File: src/rtl/alu_pkg.sv
// Shared types and constants for the ALU and the ALU arbiter.
//   alu_op_t    : 2-bit ALU operation code (ADD/SUB/AND/OR)
//   arb_state_t : arbiter FSM state (IDLE/EXEC/RESP)
//   ALU_W       : datapath width of the shared ALU
package alu_pkg;

    localparam int unsigned ALU_W = 16;

    typedef enum logic [1:0] {
        OP_ADD = 2'd0,
        OP_SUB = 2'd1,
        OP_AND = 2'd2,
        OP_OR  = 2'd3
    } alu_op_t;

    typedef enum logic [1:0] {
        IDLE = 2'd0,
        EXEC = 2'd1,
        RESP = 2'd2
    } arb_state_t;

endpackage

File: src/rtl/alu.sv
// Combinational 16-bit ALU shared by the issue-side requesters.
// Ports:
//   A, B     : operands
//   ALU_Sel  : operation select (alu_op_t)
//   ALU_Out  : result, modulo 2^ALU_W (carry/borrow discarded)
module alu
    import alu_pkg::*;
(
    input  logic [ALU_W-1:0] A,
    input  logic [ALU_W-1:0] B,
    input  alu_op_t          ALU_Sel,
    output logic [ALU_W-1:0] ALU_Out
);

    always_comb begin
        ALU_Out = '0;
        case (ALU_Sel)
            OP_ADD:  ALU_Out = A + B;
            OP_SUB:  ALU_Out = A - B;
            OP_AND:  ALU_Out = A & B;
            OP_OR:   ALU_Out = A | B;
            default: ALU_Out = '0;
        endcase
    end

endmodule

File: src/rtl/alu_arbiter_rr_pick.sv
// Combinational round-robin picker.
// Ports:
//   req        : request vector, one bit per requester
//   last_grant : index of the most recently granted requester
//   grant      : one-hot grant (zero when no request)
//   idx        : binary index of the granted requester
//   found      : at least one request present
// The search starts one past last_grant and wraps modulo NREQ, so the
// previous winner has the lowest priority on the next pick.
module rr_pick #(
    parameter int unsigned NREQ = 2,
    parameter int unsigned IDXW = 1
) (
    input  logic [NREQ-1:0] req,
    input  logic [IDXW-1:0] last_grant,
    output logic [NREQ-1:0] grant,
    output logic [IDXW-1:0] idx,
    output logic            found
);

    always_comb begin
        int unsigned cand;
        cand  = 0;
        grant = '0;
        idx   = '0;
        found = 1'b0;
        for (int unsigned k = 1; k <= NREQ; k++) begin
            cand = (32'(last_grant) + k) % NREQ;
            if (!found && req[cand]) begin
                found       = 1'b1;
                idx         = IDXW'(cand);
                grant[cand] = 1'b1;
            end
        end
    end

endmodule

File: src/rtl/alu_arbiter.sv
// Round-robin arbiter sharing one ALU between NREQ requesters.
// Ports:
//   clk, rst_n : clock (rising edge), synchronous active-low reset
//   req_valid  : per-requester request present
//   req_ready  : per-requester request accepted (IDLE only, at most one bit)
//   req_a/b    : packed operands, requester i at [i*W +: W]
//   req_op     : packed op codes, requester i at [i*2 +: 2]
//   rsp_valid  : result valid to the granted requester (one-hot or zero)
//   rsp_ready  : requester accepts the result (only the winner's bit counts)
//   rsp_data   : shared result bus, qualified by rsp_valid
//   busy       : FSM is in EXEC or RESP
//   op_count   : completed responses, wraps at 16 bits
module alu_arbiter
    import alu_pkg::*;
#(
    parameter int unsigned NREQ = 2,
    parameter int unsigned W    = ALU_W
) (
    input  logic              clk,
    input  logic              rst_n,
    input  logic [NREQ-1:0]   req_valid,
    output logic [NREQ-1:0]   req_ready,
    input  logic [NREQ*W-1:0] req_a,
    input  logic [NREQ*W-1:0] req_b,
    input  logic [NREQ*2-1:0] req_op,
    output logic [NREQ-1:0]   rsp_valid,
    input  logic [NREQ-1:0]   rsp_ready,
    output logic [W-1:0]      rsp_data,
    output logic              busy,
    output logic [15:0]       op_count
);

    localparam int unsigned     IDXW    = (NREQ > 1) ? $clog2(NREQ) : 1;
    localparam logic [NREQ-1:0] ONE_LSB = NREQ'(1);

    arb_state_t      state;
    logic [IDXW-1:0] last_grant;
    logic [IDXW-1:0] cap_idx;
    logic [W-1:0]    cap_a;
    logic [W-1:0]    cap_b;
    alu_op_t         cap_op;

    logic [NREQ-1:0] pick_grant;
    logic [IDXW-1:0] pick_idx;
    logic            pick_found;
    logic [W-1:0]    alu_out;

    rr_pick #(
        .NREQ (NREQ),
        .IDXW (IDXW)
    ) u_pick (
        .req        (req_valid),
        .last_grant (last_grant),
        .grant      (pick_grant),
        .idx        (pick_idx),
        .found      (pick_found)
    );

    // ALU inputs come only from the capture registers, so they change
    // solely on a request handshake.
    alu u_alu (
        .A       (cap_a),
        .B       (cap_b),
        .ALU_Sel (cap_op),
        .ALU_Out (alu_out)
    );

    always_comb begin
        req_ready = '0;
        if (state == IDLE) begin
            req_ready = pick_grant;
        end
    end

    always_ff @(posedge clk) begin
        if (!rst_n) begin
            state      <= IDLE;
            last_grant <= IDXW'(NREQ - 1);
            cap_idx    <= '0;
            cap_a      <= '0;
            cap_b      <= '0;
            cap_op     <= OP_ADD;
            rsp_valid  <= '0;
            rsp_data   <= '0;
            busy       <= 1'b0;
            op_count   <= '0;
        end else begin
            case (state)
                IDLE: begin
                    if (pick_found) begin
                        cap_a      <= req_a[pick_idx*W +: W];
                        cap_b      <= req_b[pick_idx*W +: W];
                        cap_op     <= alu_op_t'(req_op[pick_idx*2 +: 2]);
                        cap_idx    <= pick_idx;
                        last_grant <= pick_idx;
                        busy       <= 1'b1;
                        state      <= EXEC;
                    end
                end
                EXEC: begin
                    rsp_data  <= alu_out;
                    rsp_valid <= ONE_LSB << cap_idx;
                    state     <= RESP;
                end
                RESP: begin
                    if (rsp_ready[cap_idx]) begin
                        rsp_valid <= '0;
                        op_count  <= op_count + 16'd1;
                        busy      <= 1'b0;
                        state     <= IDLE;
                    end
                end
                default: begin
                    rsp_valid <= '0;
                    busy      <= 1'b0;
                    state     <= IDLE;
                end
            endcase
        end
    end

endmodule

File: config.mk
export PLATFORM = sky130hd
export DESIGN_NAME = alu_arbiter
export DESIGN_NICKNAME = d
export VERILOG_FILES = /design/src/rtl/alu_pkg.sv /design/src/rtl/alu.sv /design/src/rtl/alu_arbiter_rr_pick.sv /design/src/rtl/alu_arbiter.sv
export SDC_FILE = /design/constraint.sdc
export NUM_CORES = 1
export LEC_CHECK = 0
export CORE_ASPECT_RATIO = 1.75
export CORE_UTILIZATION = 25
export DETAILED_ROUTE_END_ITERATION = 8
export SYNTH_ARGS = -nofsm -noshare
export SYNTH_HDL_FRONTEND = slang
export SYNTH_SLANG_ARGS = --single-unit
File: constraint.sdc
create_clock -name clk -period 3.3 [get_ports clk]
set_input_delay 0.66 -clock clk [delete_from_list [all_inputs] [get_ports clk]]
set_output_delay 0.66 -clock clk [all_outputs]
set_load 0.01 [all_outputs]
==> results.py, run 1 <==
metrics = {
    "outcome": {
        "outcome": "finished clean",
    },
    "synth": {
        "synth_cells": 519,
        "ys_seq_area_share_pct": 32.5,
        "synthArstFlopShare_pct": 0,
        "ys_top_cells_by_area": "dfxtp_1 (32%), mux2i_1 (8.7%), o211a_1 (8.4%)",
        "synth_top_area_cell": "dfxtp_1",
        "synth-edff-count": 0,
        "synth.avg_cell_area_um2": 8.67,
        "synth.net_count": 613,
        "yosysUniqueCellTypes": 52,
        "synth_top_area_share_pct": 32.5,
        "syn-cell-area_um2": 4500,
        "synthFlopType": "dfxtp_1",
        "ys_ff_latch": 73,
        "ys_warn_count": 0,
    },
    "detailed_routing": {
        "post_drt_wl_per_cell_um": 13.5,
        "wl_mm": 11.5,
        "vias": 4006,
        "drc": 0,
        "detail-route-antenna-nets": 0,
        "drtPass1Iterations": 4,
        "viasPerCell": 4.69,
        "initialDrtViolationCount": 141,
    },
    "grt": {
        "grt_pass1_wl_mm": 18.5,
        "grt_util_all_layers_pct": 12.8,
        "grt_antenna_before_repair": 0,
        "grt_pass1_vias": 3831,
        "overflow": 0,
        "grt_max_degree": 39,
    },
    "clock_network": {
        "cts.sink_count": 73,
        "numCtsBuffers": 9,
        "path_clk_slew_ps": 60,
        "cts_buffer_depth": 2,
        "cts-root-buf": "clkbuf_16",
        "postCtsSetupBuffers": 0,
        "clk_latency_ps": 330,
        "cts_hold_buf": 0,
        "cts_max_level": 3,
        "cts_tree": "yes",
    },
    "sta": {
        "maxClockFrequency_mhz": 337,
        "tns_ps": 0,
        "rsz0062_at_grt": "false",
        "period_minus_slack_ps": 2970,
        "max_slew_margin_pct": 57.2,
        "skew_ps": 9.94,
        "drv_slew": 0,
        "max_slew.worst_pin.slew_ps": 642,
        "min_period_over_period_pct": 90.1,
        "worst_hold_slack_ps": 467,
        "setup_viol": 0,
        "hold_viol": 0,
    },
    "final_layout": {
        "drive_above_1_share_pct": 5.14,
        "area_delta_synth_final_pct": 37.2,
        "layout_commonest_cell": "clkdlybuf4s50_1",
        "final_cell_mix": "clkdlybuf4s50_1 (109), dfxtp_1 (73), nand2_1 (61)",
        "antenna_cells": 0,
        "fin_nets": 712,
    },
    "setup_path": {
        "worstSetupStartpointType": "flop",
        "r2r_cells": 11,
        "cp-end-kind": "flop",
        "cp_max_fo": 7,
        "cp.arrival_ps": 3230,
        "required_ps": 3560,
        "worstSetupPathType": "reg2reg",
    },
    "die": {
        "fp.dieH_um": 180,
        "core_area_um2": 17500,
        "io-pin-count": 111,
        "initial_core_util_pct": 25.7,
        "fp.dieW_um": 103,
        "rows": 64,
        "die-area_um2": 18600,
    },
    "placement": {
        "hpwl_mm": 9.01,
        "place.gp.congestion": 0.889,
        "port_buffers": 110,
    },
    "power_and_ir_drop": {
        "powerDensity_nw_per_um2": 519,
        "leakage_uw": 0.00269,
        "ir_drop_mv": 0.291,
    },
    "flow_run": {
        "maxCapViolCount": 0,
    },
    "hold_path": {
        "hold_path.class": "reg2reg",
        "whs_path_depth": 2,
    },
}
[state kept, by name, summed over array words and instances, names as in the netlist]
signal	flops
cap_a	16
cap_b	16
op_count	16
rsp_data	16
cap_op	2
rsp_valid	2
state	2
busy	1
cap_idx	1
last_grant	1
[where the power goes]
| group | switching, uW | total [uW] | internal [uW] |
|---|---|---|---|
| Sequential | 95.8 | 1070 | 972 |
| Combinational | 584 | 1150 | 568 |
| Clock | 376 | 984 | 608 |
[path summary, 6_finish.rpt]
check | from | to | slack (ps)
max | cap_b[2] | rsp_data[13] | 330
min | rsp_data[2] | rsp_data[2] | 470
max reg2reg | cap_b[2] | rsp_data[13] | 330
min reg2reg | rsp_data[2] | rsp_data[2] | 470
[Yosys cell counts, drive strengths merged, types with 4 or more instances]
| cell | number |
|---|---|
| o211ai | 7 |
| and2 | 16 |
| inv | 15 |
| maj3 | 11 |
| o211a | 38 |
| ha | 19 |
| o21a | 4 |
| dfxtp | 73 |
| nand4 | 6 |
| xnor2 | 23 |
| o21ai | 30 |
| a21oi | 32 |
| a21boi | 7 |
| buf | 5 |
| mux2i | 39 |
| clkbuf | 29 |
| nor2 | 21 |
| xor2 | 15 |
| nand2 | 61 |
| a21o | 9 |
| nor2b | 11 |
| nand2b | 5 |
[cell families after synthesis]
kind of cell | count (synthesis) | share of synthesized area (%)
compound gates | 146 | 23.5
xor+xnor | 38 | 7.39
fa+ha+maj | 31 | 8.17
buf+inv | 49 | 4.17
flops | 73 | 32.5
mux | 40 | 8.92
simple gates | 142 | 15.4
[through the flow]
stage               total power, uW  utilization (%)  setup WS, ps  instances  cell area, um^2
floorplan                      1860                -           449        519             4500
global route                   3410             35.2          84.4        854             6170
finish                         3200             35.2           328        854             6170
detailed placement             2240             33.5           226        838             5870
CTS                            3240             35.2           195        854             6170
global placement               2240             33.5           256        838             5870
[area by class of cell]
class / instances / area [um^2]
clock buffers: 12 / 246
clock inverters: 4 / 52.6
fillers: 1841 / 11400
inverters: 15 / 56.3
multi-input cells: 397 / 2870
flip-flops and latches: 73 / 1460
well taps: 231 / 289
repair buffers: 122 / 1200
[timing repair]
item                                    CTS  global route
endpoints found under the setup margin    0             2
gates resized for setup                   0             1
endpoints found under the hold margin     0             0
[worst max-delay path, cell delays in order, from the launching register on]
cell and delay (ps):
dfxtp_1 380, nor3_2 320, and3b_1 260, nor2_1 60, xnor2_1 140, ha_1 340
a21o_1 200, or2_1 240, o21ai_2 180, a2111oi_1 110, or4b_1 510, a31oi_1 160
[routing by layer]
layer / global-route usage, % / wire [um] / up-vias
li1: - / - / 2055
met1: 13.9 / 4730 / 1848
met2: 23.5 / 6180 / 89
met3: 1.98 / 319 / 14
met4: 5.24 / 285 / 0
met5: 0 / 0 / -
(Power assumes the default switching activity.)
==> run 2: changes to the inputs <==
SETUP_SLACK_MARGIN = 0.15   (was default)
SYNTH_HIERARCHICAL = 1   (was default)
==> run 2 against run 1 <==
Critical path depth up 4. Synthesized area down 0.53%. Synthesized cell count up 5.6%. Critical path type unchanged.
==> results.py, run 2 <==
metrics = {
    "grt": {
        "overflow": 0,
        "grt_max_degree": 70,
        "met3_usage_pct": 2.18,
        "use_met1_pct": 13.4,
        "grt_antenna_before_repair": 0,
        "grt_pass1_wl_mm": 18.3,
        "use_met2_pct": 24.0,
        "grt-busiest-layer": "met2",
        "grt_pass1_vias": 3895,
        "grt_util_all_layers_pct": 12.7,
    },
    "final_layout": {
        "fin_nets": 747,
        "area_delta_synth_final_pct": 41.0,
        "drive_above_1_share_pct": 10.2,
        "layout_commonest_cell": "clkdlybuf4s50_1",
        "final_cell_mix": "clkdlybuf4s50_1 (110), dfxtp_1 (70), nand2_1 (69)",
        "post-route-util_pct": 36.0,
        "antenna_cells": 0,
        "instances_no_fill": 889,
        "fin_area_um2": 6320,
    },
    "die": {
        "io-pin-count": 111,
        "fp.dieH_um": 179,
        "rows": 64,
        "core_area_um2": 17500,
        "die-area_um2": 18500,
        "fp.dieW_um": 103,
        "initial_core_util_pct": 25.5,
    },
    "setup_path": {
        "worstSetupPathType": "reg2reg",
        "cp.arrival_ps": 3210,
        "cpMostUsedCell": "nand2_1",
        "slowest_delay_ps": 440,
        "worstSetupStartpointType": "flop",
        "r2r_cells": 15,
        "cp-end-kind": "flop",
        "r2r_end": "rsp_data[15]",
        "crit_path_top_delay_cell": "or3_4",
        "required_ps": 3490,
        "cp_max_fo": 6,
        "r2r_setup_slack_ps": 280,
        "worstPathCellList": "nor2_2, nand4b_1, or3_4, o31ai_4, xor2_2, ha_4, nand2_1, o21bai_1, a21oi_2, o21ai_2, xnor2_2, a211oi_2, and3b_1, nand2_1, a21oi_1",
        "r2r_start": "cap_b[2]",
    },
    "synth": {
        "synth_most_common_cell": "dfxtp_1",
        "synth.net_count": 642,
        "synth_top_area_share_pct": 32.6,
        "syn-cell-area_um2": 4480,
        "synth_top_area_cell": "dfxtp_1",
        "synthArstFlopShare_pct": 0,
        "ys_warn_count": 6,
        "ys_top_cells_by_area": "dfxtp_1 (33%), mux2i_1 (8.9%), a211oi_1 (6.0%)",
        "synth-edff-count": 0,
        "synthFlopType": "dfxtp_1",
        "synth.avg_cell_area_um2": 8.17,
        "ys_ff_latch": 73,
        "ys_seq_area_share_pct": 32.6,
        "yosysUniqueCellTypes": 53,
        "ys_top_cells_by_count": "dfxtp_1 (73), nand2_1 (70), nor2_1 (69)",
        "synth_cells": 548,
    },
    "detailed_routing": {
        "drtPass1Iterations": 4,
        "viasPerCell": 4.56,
        "drc": 0,
        "vias": 4052,
        "initialDrtViolationCount": 131,
        "wl_mm": 11.3,
        "detail-route-antenna-nets": 0,
        "post_drt_wl_per_cell_um": 12.7,
    },
    "power_and_ir_drop": {
        "leakage_uw": 0.00238,
        "powerDensity_nw_per_um2": 534,
        "ir_drop_mv": 0.226,
    },
    "sta": {
        "drv_slew": 0,
        "rsz0062_at_grt": "true",
        "worst_slack_ps": 278,
        "maxClockFrequency_mhz": 331,
        "skew_ps": 15.4,
        "min_period_over_period_pct": 91.6,
        "hold_viol": 0,
        "period_minus_slack_ps": 3020,
        "tns_ps": 0,
        "setup_viol": 0,
        "max_slew_margin_pct": 32.2,
        "max_slew.worst_pin.slew_ps": 1010,
    },
    "clock_network": {
        "clk_latency_ps": 340,
        "numCtsBuffers": 9,
        "cts_max_level": 3,
        "cts-root-buf": "clkbuf_16",
        "cts_buffer_depth": 2,
        "cts.sink_count": 73,
        "cts_tree": "yes",
        "path_clk_slew_ps": 60,
    },
    "flow_run": {
        "maxCapViolCount": 0,
    },
    "hold_path": {
        "min_to": "rsp_data[6]",
        "hold_path.class": "reg2reg",
        "min_from": "rsp_data[6]",
        "whs_path_depth": 2,
    },
    "placement": {
        "hpwl_mm": 8.81,
        "dpl_cell_area_um2": 5860,
        "place.gp.congestion": 0.868,
        "post-place-ws_ps": 149,
        "port_buffers": 110,
        "dp_cells": 867,
    },
    "outcome": {
        "outcome": "finished clean",
    },
}
-- run 2: cell types whose count changed in the layout (fill, tap and decap cells not counted), sizes merged, moves of 9 or more --
cell	delta
a211oi	+36
a21oi	+10
and2	-11
nand2	+9
nor2	+49
o211a	-38
-- run 2: cells by family (layout without fill, tap and decap cells) --
kind of cell,Yosys count,in the layout,share of synthesized area (%)
mux,44,44,10.0
buf+inv,43,153,3.69
fa+ha+maj,33,33,8.66
compound gates,129,129,18.5
xor+xnor,35,35,6.85
flops,73,73,32.6
simple gates,191,191,19.7
-- run 2: cell type report --
type                    instances  area (um^2)
fillers                      1819        11200
multi-input cells             432         2970
flip-flops and latches         73         1470
repair buffers                126         1250
well taps                     231          289
clock buffers                   9          225
clock inverters                 7         83.8
inverters                      11         41.3
-- run 2: repair_timing --
item / in CTS / in global routing
endpoints found under the hold margin: 0 / 0
pin swaps: 0 / 9
setup endpoints to repair: 1 / 5
setup buffers: 0 / 6
gates resized for setup: 1 / 24
hold buffers: 0 / 0
-- run 2: worst max-delay path, delay by kind of cell, from the launching register on --
family                     cells  cell delay (ps)
xor gates and xnor gates       2              360
DFF                            1              360
adders and majority gates      1              260
and+or+nand+nor                6             1090
AOI/OAI and AO/OA              6              810
-- run 2: layer usage --
metal  vias up  share of wire, %
met4         0               1.9
met2        84                55
met1      1814                40
li1       2141                 -
met5         -                 0
met3        13               2.5
-- run 2: worst max-delay path by stage --
stage	start	endpoint	cells after the start	slack [ps]
global route	cap_b[2]	rsp_data[15]	15	90
floorplan	cap_op[1]	rsp_data[15]	14	250
CTS	cap_b[2]	rsp_data[15]	15	150
global placement	cap_b[8]	rsp_data[15]	15	140
detailed placement	cap_b[8]	rsp_data[15]	15	150
finish	cap_b[2]	rsp_data[15]	15	280
-- run 2: where the power goes --
part	switching (uW)	total (uW)	internal, uW	leakage [uW]
registers	104	1080	975	0.000601
clock network	424	1020	600	0.000149
logic	632	1270	635	0.00163
-- run 2: through the flow --
| step | total power (uW) | hold slack [ps] |
|---|---|---|
| after floorplan | 1900 | 469 |
| after global placement | 2260 | 444 |
| after detailed placement | 2280 | 449 |
| after CTS | 3320 | 457 |
| after global routing | 3610 | 469 |
| final | 3370 | 453 |
